--- src/rtl/fft_pkg.sv ---
// Shared FFT constants: the sqrt(2) shift-add term list and internal guard width.
package fft_pkg;

    localparam int SQ2_K0 = 0;
    localparam int SQ2_K1 = 2;
    localparam int SQ2_K2 = 3;
    localparam int SQ2_K3 = 5;
    localparam int SQ2_K4 = 7;
    localparam int SQ2_K5 = 13;

    localparam int SQ2_NTERMS = 6;

    // Headroom above the sample width so the shift-add sums never wrap.
    localparam int GUARD = 2;

    function automatic int sq2_k(input int idx);
        case (idx)
            0:       return SQ2_K0;
            1:       return SQ2_K1;
            2:       return SQ2_K2;
            3:       return SQ2_K3;
            4:       return SQ2_K4;
            default: return SQ2_K5;
        endcase
    endfunction

endpackage

--- src/rtl/mul_sqrt_2_if.sv ---
// Sample-in / product-out valid-ready bundle for the multiply-by-sqrt(2) stage.
interface mul_sqrt_2_if #(
    parameter int N = 4
) ();
    localparam int W = 2**N;

    logic         in_valid;
    logic         in_ready;
    logic [W-1:0] a;
    logic         out_valid;
    logic         out_ready;
    logic [W-1:0] result;
    logic         sat;

    modport slave (
        input  in_valid, a, out_ready,
        output in_ready, out_valid, result, sat
    );

    modport master (
        output in_valid, a, out_ready,
        input  in_ready, out_valid, result, sat
    );
endinterface

--- src/rtl/asr_n.sv ---
// Arithmetic right shift by a fixed K, sign-extended into GUARD extra bits.
// Combinational; floor truncation, no rounding.
module asr_n
    import fft_pkg::*;
#(
    parameter int N = 4,
    parameter int K = 0
) (
    input  logic [2**N-1:0]       a_i,
    output logic [2**N+GUARD-1:0] y_o
);
    localparam int W  = 2**N;
    localparam int WI = W + GUARD;

    logic signed [WI-1:0] ext;

    assign ext = {{GUARD{a_i[W-1]}}, a_i};
    assign y_o = ext >>> K;

endmodule

--- src/rtl/reg_n_en.sv ---
// Width-parameterised register with load enable and async active-high clear.
module reg_n_en #(
    parameter int WIDTH = 1
) (
    input  logic             clk,
    input  logic             rst,
    input  logic             en_i,
    input  logic [WIDTH-1:0] d_i,
    output logic [WIDTH-1:0] q_o
);

    always_ff @(posedge clk or posedge rst) begin
        if (rst) begin
            q_o <= '0;
        end else if (en_i) begin
            q_o <= d_i;
        end
    end

endmodule

--- src/rtl/sat_n.sv ---
// Signed clip from W+GUARD bits down to W bits, flagging when clipping occurred.
// Combinational.
module sat_n
    import fft_pkg::*;
#(
    parameter int N = 4
) (
    input  logic [2**N+GUARD-1:0] s_i,
    output logic [2**N-1:0]       y_o,
    output logic                  sat_o
);
    localparam int W  = 2**N;
    localparam int WI = W + GUARD;

    // The value fits in W bits only if every bit from W-1 upward matches the sign.
    logic [GUARD:0] top;
    logic           over_hi;
    logic           over_lo;

    assign top     = s_i[WI-1:W-1];
    assign over_hi = !s_i[WI-1] && (top != '0);
    assign over_lo =  s_i[WI-1] && (top != '1);

    always_comb begin
        y_o   = s_i[W-1:0];
        sat_o = 1'b0;
        if (over_hi) begin
            y_o   = {1'b0, {(W-1){1'b1}}};
            sat_o = 1'b1;
        end else if (over_lo) begin
            y_o   = {1'b1, {(W-1){1'b0}}};
            sat_o = 1'b1;
        end
    end

endmodule

--- src/rtl/mul_sqrt_2.sv ---
// Multiply signed sample by sqrt(2) via shift-add, saturating; 3-cycle latency, 1/cycle.
// Global stall: the whole pipe freezes while out_valid is high and out_ready is low.
module mul_sqrt_2
    import fft_pkg::*;
#(
    parameter int N = 4
) (
    input  logic          clk,
    input  logic          rst,
    mul_sqrt_2_if.slave   bus
);
    localparam int W  = 2**N;
    localparam int WI = W + GUARD;

    logic          en;
    logic [2:0]    v_d;
    logic [2:0]    v_q;

    logic [WI-1:0] term [SQ2_NTERMS];

    logic [3*WI-1:0] st1_d;
    logic [3*WI-1:0] st1_q;
    logic [2*WI-1:0] st2_d;
    logic [2*WI-1:0] st2_q;
    logic [W:0]      st3_d;
    logic [W:0]      st3_q;

    logic [WI-1:0] p0_q;
    logic [WI-1:0] p1_q;
    logic [WI-1:0] p2_q;
    logic [WI-1:0] q0_q;
    logic [WI-1:0] q1_q;
    logic [WI-1:0] s_sum;
    logic [W-1:0]  s_clip;
    logic          s_sat;

    assign en           = !v_q[2] || bus.out_ready;
    assign bus.in_ready = en;

    for (genvar i = 0; i < SQ2_NTERMS; i++) begin : g_term
        asr_n #(.N(N), .K(sq2_k(i))) u_asr (
            .a_i (bus.a),
            .y_o (term[i])
        );
    end

    // Stage 1: pairwise sums of the six shifted terms.
    assign st1_d = {term[4] + term[5], term[2] + term[3], term[0] + term[1]};

    reg_n_en #(.WIDTH(3*WI)) u_st1 (
        .clk  (clk),
        .rst  (rst),
        .en_i (en),
        .d_i  (st1_d),
        .q_o  (st1_q)
    );

    assign p0_q = st1_q[WI-1:0];
    assign p1_q = st1_q[2*WI-1:WI];
    assign p2_q = st1_q[3*WI-1:2*WI];

    assign st2_d = {p2_q, p0_q + p1_q};

    reg_n_en #(.WIDTH(2*WI)) u_st2 (
        .clk  (clk),
        .rst  (rst),
        .en_i (en),
        .d_i  (st2_d),
        .q_o  (st2_q)
    );

    assign q0_q  = st2_q[WI-1:0];
    assign q1_q  = st2_q[2*WI-1:WI];
    assign s_sum = q0_q + q1_q;

    sat_n #(.N(N)) u_sat (
        .s_i   (s_sum),
        .y_o   (s_clip),
        .sat_o (s_sat)
    );

    assign st3_d = {s_sat, s_clip};

    reg_n_en #(.WIDTH(W+1)) u_st3 (
        .clk  (clk),
        .rst  (rst),
        .en_i (en),
        .d_i  (st3_d),
        .q_o  (st3_q)
    );

    assign v_d = {v_q[1], v_q[0], bus.in_valid};

    reg_n_en #(.WIDTH(3)) u_vld (
        .clk  (clk),
        .rst  (rst),
        .en_i (en),
        .d_i  (v_d),
        .q_o  (v_q)
    );

    assign bus.out_valid = v_q[2];
    assign bus.result    = st3_q[W-1:0];
    assign bus.sat       = st3_q[W];

endmodule

--- src/flat_wrapper.sv ---
// flat-port wrapper written by rule: the top's interface ports become plain ports
module mul_sqrt_2_flat import fft_pkg::*;
#(
    parameter int N = 4
)
  (clk, rst, bus_in_valid, bus_a, bus_out_ready, bus_in_ready, bus_out_valid, bus_result, bus_sat);
  mul_sqrt_2_if #(.N(N)) bus_i ();
  input  logic clk;
  input  logic rst;
  input wire logic [$bits(bus_i.in_valid)-1:0] bus_in_valid;
  input wire logic [$bits(bus_i.a)-1:0] bus_a;
  input wire logic [$bits(bus_i.out_ready)-1:0] bus_out_ready;
  output wire logic [$bits(bus_i.in_ready)-1:0] bus_in_ready;
  output wire logic [$bits(bus_i.out_valid)-1:0] bus_out_valid;
  output wire logic [$bits(bus_i.result)-1:0] bus_result;
  output wire logic [$bits(bus_i.sat)-1:0] bus_sat;
  assign bus_i.in_valid = bus_in_valid;
  assign bus_i.a = bus_a;
  assign bus_i.out_ready = bus_out_ready;
  assign bus_in_ready = bus_i.in_ready;
  assign bus_out_valid = bus_i.out_valid;
  assign bus_result = bus_i.result;
  assign bus_sat = bus_i.sat;
  mul_sqrt_2 #(.N(N)) u_core (.clk(clk), .rst(rst), .bus(bus_i));
endmodule
--- config.mk ---
export PLATFORM = sky130hd
export DESIGN_NAME = mul_sqrt_2_flat
export DESIGN_NICKNAME = d
export VERILOG_FILES = /design/src/rtl/fft_pkg.sv /design/src/rtl/mul_sqrt_2_if.sv /design/src/rtl/asr_n.sv /design/src/rtl/reg_n_en.sv /design/src/rtl/sat_n.sv /design/src/rtl/mul_sqrt_2.sv /design/src/flat_wrapper.sv
export SDC_FILE = /design/constraint.sdc
export NUM_CORES = 1
export LEC_CHECK = 0
export CAP_MARGIN = 5
export CORE_MARGIN = 2
export CORE_UTILIZATION = 55
export CTS_BUF_LIST = sky130_fd_sc_hd__clkbuf_4
export CTS_CLUSTER_SIZE = 24
export DETAILED_ROUTE_END_ITERATION = 10
export PLACE_DENSITY = 0.73
export RECOVER_POWER = 100
export SKIP_CTS_REPAIR_TIMING = 1
export SYNTH_ARGS = -nofsm -noshare
export SYNTH_HDL_FRONTEND = slang
export SYNTH_HIERARCHICAL = 1
export SYNTH_SLANG_ARGS = --single-unit
--- constraint.sdc ---
create_clock -name clk -period 5.5 [get_ports clk]
set_clock_uncertainty 0.05 [all_clocks]
set_input_delay 1.1 -clock clk [delete_from_list [all_inputs] [get_ports clk]]
set_output_delay 1.1 -clock clk [all_outputs]
set_load 0.1 [all_outputs]
==> run summary <==
The run finished, with violations left. The checks that failed: max-capacitance violations, max-slew violations. End of the worst register-to-register path: u_core/u_st3/q_o[16].

The tool flagged a number of max-cap violations equal to 4. The number of buffers on the longest clock path was 2. Clock latency at the later pin of the worst-skew pair: 0.50 ns. Leaving out fill and tap cells, the most frequent cell in the layout is sky130_fd_sc_hd__dfrtp_1. The mean post-synth cell area is 10.2 µm², and the post-layout minimum cycle time is 4.42 ns.

The cell sitting at the root of the clock tree is a sky130_fd_sc_hd__clkbuf_4. For met2 alone, demand over resource in global routing was 31.3%. For the fill cell instance count of the final layout, the log shows 1673.

In the final design database the tool counted 1006 nets. Derived from the worst setup path, the maximum achievable clock frequency is 0.226 GHz. Detailed routing inserted a total of 6447 vias. The met3 demand-to-capacity share in global routing is 3.42%. The predominant post-synthesis flop cell was sky130_fd_sc_hd__dfrtp_1. Once placement finished, the instance area stood at 0.00957 mm². Row generation in the floorplan step produced 49 rows. After detailed routing, the number of vias per cell comes to 5.71. In this run, CTS created clock tree buffers numbering 9. The path class of the tightest hold or removal check is flip-flop to flip-flop.

The slowest stage of the critical path belongs to the cell sky130_fd_sc_hd__clkbuf_1. The vertical die dimension was 139 µm; the number of synthesis warnings was 6. In this run the cell area of the synthesized design comes to 0.00995 mm². The critical path's most frequent cell was sky130_fd_sc_hd__clkbuf_1.

The layer flagged by global routing as most heavily used is met2. Data on the critical path arrives at its endpoint at 4.78 ns. The total track usage was 19.2%; the worst relative slew slack was -99.4%.

The number of buffers inserted by port buffering came out at 38. The worst register-to-register path has a setup slack of 1.31 ns. In the layout the commonest cells are sky130_fd_sc_hd__dfrtp_1 (110), sky130_fd_sc_hd__ha_1 (85), sky130_fd_sc_hd__mux2_1 (77), sky130_fd_sc_hd__nor2_1 (65).

The critical register-to-register path startpoint is u_core/u_st2/q_o[0]. Dividing the final minimum period by the clock period gives 80.4%. Counting distinct cell types in the post-synthesis netlist gives 64.

The logs give 39 for the boundary pin count and 0.00937 mm² for the summed area of non-filler cells in the final layout. The area growth from synthesis to layout is -5.83%. Sorting the synthesized cells by area gives the leading types as sky130_fd_sc_hd__dfrtp_1 (28%), sky130_fd_sc_hd__mux2_4 (14%), sky130_fd_sc_hd__ha_1 (11%). The tools report the smallest setup slack after layout as 1.08 ns.

The run gives 55.8% as the effective utilization at floorplan. Summed over all failing endpoints, the final setup total negative slack is 0 ns. The post-route DRC violation count was 0.

The largest total area in the synthesized netlist belongs to sky130_fd_sc_hd__dfrtp_1. Clock-pin slew was measured on the worst setup and hold paths at 0.18 ns. Counting every instance in the synthesized netlist gives 976.

Counting flops and latches in the post-synthesis netlist gives 110. The final number of max-transition violations was 198. Number of antenna violations at the first check in global routing: 1. The final count of hold timing violations is 0. For the global placement routability congestion, the log shows 0.863. STA classifies the critical path startpoint as an input port.

The critical path start-end classification is input port to flip-flop. For the worst flop-to-flop path, the logic depth is 13. The run gives 27.7% as the sequential cell area fraction in the yosys report. The critical path goes through clkbuf_1 -> clkbuf_1 -> ha_1 -> nor3b_1 -> a2111oi_0 -> a21oi_1 -> a311o_1 -> mux2_4. The worst-case setup slack after placement came out at 1.44 ns.

The met1 layer usage reported by global route was 26.4%; the maximum single-stage delay on the critical path was 1.24 ns. The fraction of layout instances using a drive strength above 1 was 8.67%. The die boundary width is 139 µm, and the total clock sinks is 110. TritonCTS built the clock tree.

In the final routed layout, each cell accounts on average for 16.1 µm. The critical path capture point type is a flip-flop. The tools report the final antenna-violating net count as 0.

Setup repair after global routing left no endpoint under its margin. The run gives 18200 µm as the final routed wirelength across all metal layers. Share of flip-flops with an asynchronous set or reset after synthesis: 100%.

Entering global routing, the biggest net connects 67 pins. The top cell type by area accounts for 27.7% of the synthesized area. Detailed placement finished with a half-perimeter wire length of 14000 µm. The transition time at the pin with the least slew margin is 2.99 ns, and the number of enable-type register cells in the synthesized netlist is 0. The via count of the first global-routing pass is 6236. The path with the worst hold slack has its endpoint at u_core/u_st3/q_o[10].

The detailed router finished its first iteration with 368 violations. Synthesis produced a netlist with a net count of 1086. After global routing the overflow that remains totals 0.

The H-tree was split into 3 levels. For this run, the detailed router's first-pass iteration total came to 5. In this run the most critical hold path is launched from u_core/u_st3/q_o[10]. Final count of negative-setup-slack endpoints: 0. The floorplan step defined a core boundary enclosing 0.0178 mm². The die covers 0.0192 mm².

The tools report the critical path required time as 5.86 ns. Top fanout value on the critical path: 38. The worst hold path depth is 1. The run gives 30600 µm as the first-pass GRT wire length.
[stage by stage]
stage	hold slack, ns	utilization (%)	cells
after floorplan	0.425	-	976
after global placement	0.437	53.6	1114
after detailed placement	0.443	53.6	1114
after CTS	0.483	54.4	1129
after global routing	0.488	52.5	1130
final	0.462	52.5	1130
[area by class of cell]
class                   instances  area, µm²  share of cell area [%]
flip-flops and latches        110       2750                    29.4
inverters                      31        116                    1.24
well taps                     229        287                    3.06
diodes                          1       2.50                  0.0267
clock inverters                 6       65.1                   0.694
multi-input cells             699       5670                    60.5
clock buffers                   9       67.6                   0.721
repair buffers                 45        409                    4.36
[cell families after synthesis]
| logic type | share of synthesized area (%) |
|---|---|
| compound gates | 17.2 |
| xor+xnor | 6.51 |
| fa+ha+maj | 11.7 |
| buf+inv | 12.5 |
| flops | 27.7 |
| mux | 16.0 |
| simple gates | 8.47 |
[sequential cells by signal (all words and copies together), names as in the netlist]
name              flops
u_core/u_st2/q_o     36
u_core/u_st3/q_o     17
u_core/u_st1/q_o     54
u_core/u_vld/q_o      3
[worst max-delay path by stage]
stage                  start              endpoint  slack (ns)  cells past startpoint
3_3_place_gp       bus_a[15]  u_core/u_st1/q_o[33]        1.53                      8
4_1_cts        bus_out_ready          bus_in_ready        1.52                      3
5_1_grt            bus_a[15]  u_core/u_st1/q_o[35]        0.77                      9
6_report           bus_a[15]  u_core/u_st1/q_o[33]        1.08                      8
2_1_floorplan       bus_a[5]  u_core/u_st1/q_o[34]        2.16                     11
3_5_place_dp       bus_a[13]  u_core/u_st1/q_o[48]        1.44                     11
[critical path: cells and delay by family]
kind                       cells  cell delay (ns)
buffers and inverters          2             1.71
AOI/OAI and AO/OA              3             1.16
adders and majority gates      1             0.37
muxes                          1             0.26
and+or+nand+nor                1             0.16
[per-layer routing]
layer / vias to the layer above / wire, µm / share of wire, %
met4: 0 / 335 / 1.8
met5: - / 0 / 0
li1: 3279 / - / -
met1: 3030 / 9160 / 50
met3: 26 / 551 / 3.0
met2: 112 / 8180 / 45
[Yosys cell counts (3+ instances only)]
cell type	instances
sky130_fd_sc_hd__nand2_1	38
sky130_fd_sc_hd__clkbuf_1	9
sky130_fd_sc_hd__nor2_1	65
sky130_fd_sc_hd__o21a_1	12
sky130_fd_sc_hd__nor4_1	3
sky130_fd_sc_hd__buf_6	7
sky130_fd_sc_hd__inv_1	31
sky130_fd_sc_hd__or3_1	5
sky130_fd_sc_hd__o2111ai_1	4
sky130_fd_sc_hd__ha_1	85
sky130_fd_sc_hd__a31oi_1	7
sky130_fd_sc_hd__mux2_2	20
sky130_fd_sc_hd__o21ai_0	50
sky130_fd_sc_hd__a211oi_1	13
sky130_fd_sc_hd__o211ai_1	10
sky130_fd_sc_hd__xnor2_1	51
sky130_fd_sc_hd__fa_1	5
sky130_fd_sc_hd__a21boi_2	12
sky130_fd_sc_hd__and3_1	7
sky130_fd_sc_hd__o22ai_2	8
sky130_fd_sc_hd__buf_4	111
sky130_fd_sc_hd__dfrtp_1	110
sky130_fd_sc_hd__o21bai_1	5
sky130_fd_sc_hd__mux2_4	90
sky130_fd_sc_hd__a21o_1	28
sky130_fd_sc_hd__nor4b_1	3
sky130_fd_sc_hd__buf_12	9
sky130_fd_sc_hd__o31a_1	5
sky130_fd_sc_hd__o22ai_1	9
sky130_fd_sc_hd__a41oi_1	3
sky130_fd_sc_hd__nand3_1	11
sky130_fd_sc_hd__nor2b_1	9
sky130_fd_sc_hd__a21oi_1	50
sky130_fd_sc_hd__nand2b_1	10
sky130_fd_sc_hd__nor3_1	16
sky130_fd_sc_hd__xor2_1	23
Power is not shown: default switching activity piles up to over one toggle a cycle in this logic, so the estimate is an artifact.
